$ cat src/rtl/uart_rx_fifo.sv
// Receive buffer behind the Uart8 receiver: rising-edge byte capture, FWFT FIFO,
// overflow flag and saturating error counter. Optional macro RX_FIFO_ERR_TAG_EN stores a per-byte error tag.
module uart_rx_fifo #(
  parameter int DEPTH = 16,
  localparam int AW = $clog2(DEPTH)
) (
  input  logic          clk,
  input  logic          rstN,
  input  logic          rxDone,
  input  logic          rxErr,
  input  logic [7:0]    rxOut,
  output logic [7:0]    outData,
  output logic          outValid,
  input  logic          outReady,
  output logic          outErr,
  output logic [AW:0]   count,
  output logic          full,
  output logic          overflow,
  input  logic          clrOvf,
  output logic [7:0]    errCount
);

`ifdef RX_FIFO_ERR_TAG_EN
  localparam int MW = 9;
`else
  localparam int MW = 8;
`endif

  logic [MW-1:0] mem [DEPTH];
  logic [AW-1:0] wr_ptr;
  logic [AW-1:0] rd_ptr;
  logic          done_q;
  logic          cap;
  logic          err_inc;
  logic          wr_req;
  logic          wr;
  logic          pop;
  logic          ovf_set;
  logic [MW-1:0] wr_data;

  // Handshake: the head byte is presented whenever outValid is high and is
  // consumed on every rising edge where outValid && outReady; outData and
  // outErr hold steady until that edge.
  assign cap     = rxDone && !done_q;
  assign err_inc = cap && rxErr;

`ifdef RX_FIFO_ERR_TAG_EN
  assign wr_req  = cap;
  assign wr_data = {rxErr, rxOut};
  assign outErr  = mem[rd_ptr][8];
`else
  assign wr_req  = cap && !rxErr;
  assign wr_data = rxOut;
  assign outErr  = 1'b0;
`endif

  assign outValid = (count != '0);
  // count never exceeds DEPTH, so its top bit alone marks the full state
  assign full     = count[AW];
  assign pop      = outValid && outReady;
  assign wr       = wr_req && (!full || pop);
  assign ovf_set  = wr_req && full && !pop;
  assign outData  = mem[rd_ptr][7:0];

  always_ff @(posedge clk) begin
    if (wr) mem[wr_ptr] <= wr_data;
  end

  always_ff @(posedge clk or negedge rstN) begin
    if (!rstN) begin
      // rxDone already high at release counts as seen, so it cannot capture
      done_q   <= 1'b1;
      wr_ptr   <= '0;
      rd_ptr   <= '0;
      count    <= '0;
      overflow <= 1'b0;
      errCount <= 8'd0;
    end else begin
      done_q <= rxDone;
      if (wr)  wr_ptr <= wr_ptr + 1'b1;
      if (pop) rd_ptr <= rd_ptr + 1'b1;
      case ({wr, pop})
        2'b10:   count <= count + 1'b1;
        2'b01:   count <= count - 1'b1;
        default: count <= count;
      endcase
      if (ovf_set)     overflow <= 1'b1;
      else if (clrOvf) overflow <= 1'b0;
      if (clrOvf)                            errCount <= err_inc ? 8'd1 : 8'd0;
      else if (err_inc && errCount != 8'hFF) errCount <= errCount + 8'd1;
    end
  end

endmodule

$ cat config.mk
export PLATFORM = sky130hd
export DESIGN_NAME = uart_rx_fifo
export DESIGN_NICKNAME = d
export VERILOG_FILES = /design/src/rtl/uart_rx_fifo.sv
export SDC_FILE = /design/constraint.sdc
export NUM_CORES = 1
export LEC_CHECK = 0
export CAP_MARGIN = 10
export CORE_ASPECT_RATIO = 1.5
export CORE_MARGIN = 3
export CORE_UTILIZATION = 55
export DETAILED_ROUTE_END_ITERATION = 8
export PLACE_DENSITY = 0.87
export RECOVER_POWER = 100
export SYNTH_ARGS = -nofsm -noshare
export SYNTH_HDL_FRONTEND = slang
export SYNTH_SLANG_ARGS = --single-unit
$ cat constraint.sdc
create_clock -name clk -period 3.2 [get_ports clk]
set_clock_uncertainty 0.1 [all_clocks]
set_input_delay 0.8 -clock clk [delete_from_list [all_inputs] [get_ports clk]]
set_output_delay 0.8 -clock clk [all_outputs]
set_load 0.02 [all_outputs]
==> run metrics <==
status complete, but fails checks; failing checks negative setup slack; Worst EP required between 2000 and 2500 ps; fin crit period ~3200 ps; relative slew slack 0.139; Initial Util 0.567; CP arrival 2320 ps; Main synth FF type edfxtp_1; Routed WL 14,300 um; Hold Crit Class reg -> reg; most frequent cells in the layout edfxtp_1, mux4_2, dlygate4sd3_1; Worst-Skew Late Latency 410 ps; synthesized cell area 6300 um^2; TritonCTS Buffers 17; cell leakage power around 0.0026 uW; commonest non-fill, non-tap cell in the layout edfxtp_1; Layout Nets around 430; GPL Wtd Cong about 0.85; Syn Area/Cell 18.9 um^2; clock sinks approximately 150; DR pass1 iterations 5; GR Util met2 0.438; Max Root-Sink Buffers 2; First DRT Iteration DRCs approximately 370; initial antenna violation count 0; core area 11,100 um^2; number of core rows between 40 and 50; WL/cell roughly 25 um; Die W between 90 and 100 um; GR Util All Layers 0.245; post-place setup slack -364 ps; post-route cell area around 7600 um^2; die area between 10,000 and 15,000 um^2; CP startpoint kind register; Final WS setup -23.1 ps; number of global-route vias before repair 3,726; Seq cells post-synth around 150; CTS tree yes; Post-synth EDFFs 128; CTS Hold Bufs 0; Power per Cell Area between 800 and 900 nW/um^2; Synth async-reset ratio 0.152; Netlist cell types 46; Hold Fails Final Rpt 0; routed vias roughly 3,500; CP Class reg -> out; Vias/cell about 6; DP Wirelength approximately 8000 um; filler instances between 600 and 700; Reg clk slew, reported paths ~60 ps; Post-route DRC 0; Worst Max-Slew Pin Slew approximately 1300 ps; r2r setup slk 600 ps; routing usage on met3 0.0644; H-Tree Depth 4; Cell Area, Placed 7030 um^2; Worst setup EP type output port; Area growth, synth to finish 20.5%; Synth Instances 333; IO Pins 39; first-pass GRT wire length ~22,000 um; peak supply drop 0.000551 V; gr ovfl total 0; gr busiest metal met2; Tcrit/Tclk final 1.01; Antenna Violating Nets Remaining 0; Worst Path Max Fanout 4; RSZ-0062 raised after global routing yes; max_cap viols 0; Seq/Total Area, Yosys 0.701; largest net degree at the start of global routing 34; CTS root buf clkbuf_16; port buffer count 37; fmax slightly above 0.3 GHz; Die Span Y between 100 and 150 um; Synthesized Nets around 360; max-slew violations 0; number of endpoints failing setup at the final stage 1; ANT cells 0; share of cells above drive strength 1 0.260; met1 usage 0.278; yosys warns 0
critical path, cell delays in order (launching register included):
cell	delay (ps)
dfrtp_2	400
bufbuf_16	270
mux4_1	550
mux4_2	530
buf_6	160
cell families (layout without fill, tap and decap cells):
family / after synthesis / after routing / synth area share
compound gates: 25 / 25 / 0.0264
xor+xnor: 12 / 12 / 0.0167
fa+ha+maj: 10 / 10 / 0.0199
buf+inv: 27 / 117 / 0.0232
flops: 151 / 151 / 0.701
mux: 43 / 43 / 0.159
other cells: 1 / 1 / 0.000595
simple gates: 64 / 64 / 0.0530
repair_timing:
item / 4_1_cts / 5_1_grt
gates resized for setup: 58 / 15
setup endpoints to repair: 8 / 9
gates cloned: 3 / 0
buffers inserted: 5 / 1
pin swaps: 0 / 1
layer usage:
| metal | vias up | share of wire |
|---|---|---|
| met5 | - | 0 |
| met4 | 0 | 0.031 |
| met3 | 40 | 0.063 |
| met2 | 190 | 0.56 |
| met1 | 1764 | 0.35 |
| li1 | 1490 | - |
area by class of cell:
type                    instances  area (um^2)  area share
multi-input cells             155         1690       0.222
clock buffers                  17          425      0.0560
inverters                       8         30.0     0.00396
clock inverters                15          135      0.0178
flip-flops and latches        151         4420       0.582
repair buffers                 77          709      0.0934
well taps                     147          184      0.0242
worst paths after layout:
check	to	cells after the start	from
worst max-delay path	outData[6]	4	rd_ptr[0]
worst min-delay path	overflow	2	overflow
worst max register to register	mem[10][7]	6	done_q
worst min register to register	overflow	2	overflow
max in group asynchronous	rd_ptr[0]	2	rstN
min in group asynchronous	count[0]	2	rstN
synthesized netlist by cell type, types with 3 or more instances:
cell type / instances / area share
a21oi_1: 7 / 0.0056
clkbuf_1: 12 / 0.0071
dfrtp_1: 22 / 0.087
edfxtp_1: 128 / 0.61
ha_1: 10 / 0.020
inv_1: 8 / 0.0048
mux4_1: 18 / 0.075
mux4_2: 22 / 0.079
nand2_1: 15 / 0.0089
nand2b_1: 4 / 0.0040
nand4_1: 3 / 0.0030
nor2_1: 18 / 0.011
nor3_1: 6 / 0.0048
o21ai_0: 6 / 0.0048
xnor2_1: 7 / 0.0097
xor2_1: 5 / 0.0069
per-stage QoR:
step                 util  hold WS, ps  total power, uW  setup TNS [ps]  instances
finish              0.683          443             6480           -23.1        570
global route        0.683          473             6750            -328        570
CTS                 0.696          448             6570            -395        571
detailed placement  0.633          440             4370            -478        531
global placement    0.633          427             4300            -229        531
floorplan               -          404             3710               0        333
sequential cells by signal, summed over array words and instances, names as in the netlist:
register  cells
wr_ptr        4
done_q        1
count         5
mem         128
errCount      8
rd_ptr        4
overflow      1
power by group:
part | switching (uW) | internal, uW | total, uW
Clock | 847 | 1030 | 1870
Sequential | 179 | 2260 | 2440
Combinational | 988 | 1180 | 2170
Total | 2010 | 4470 | 6480
Power figures use the tool's default switching activity.
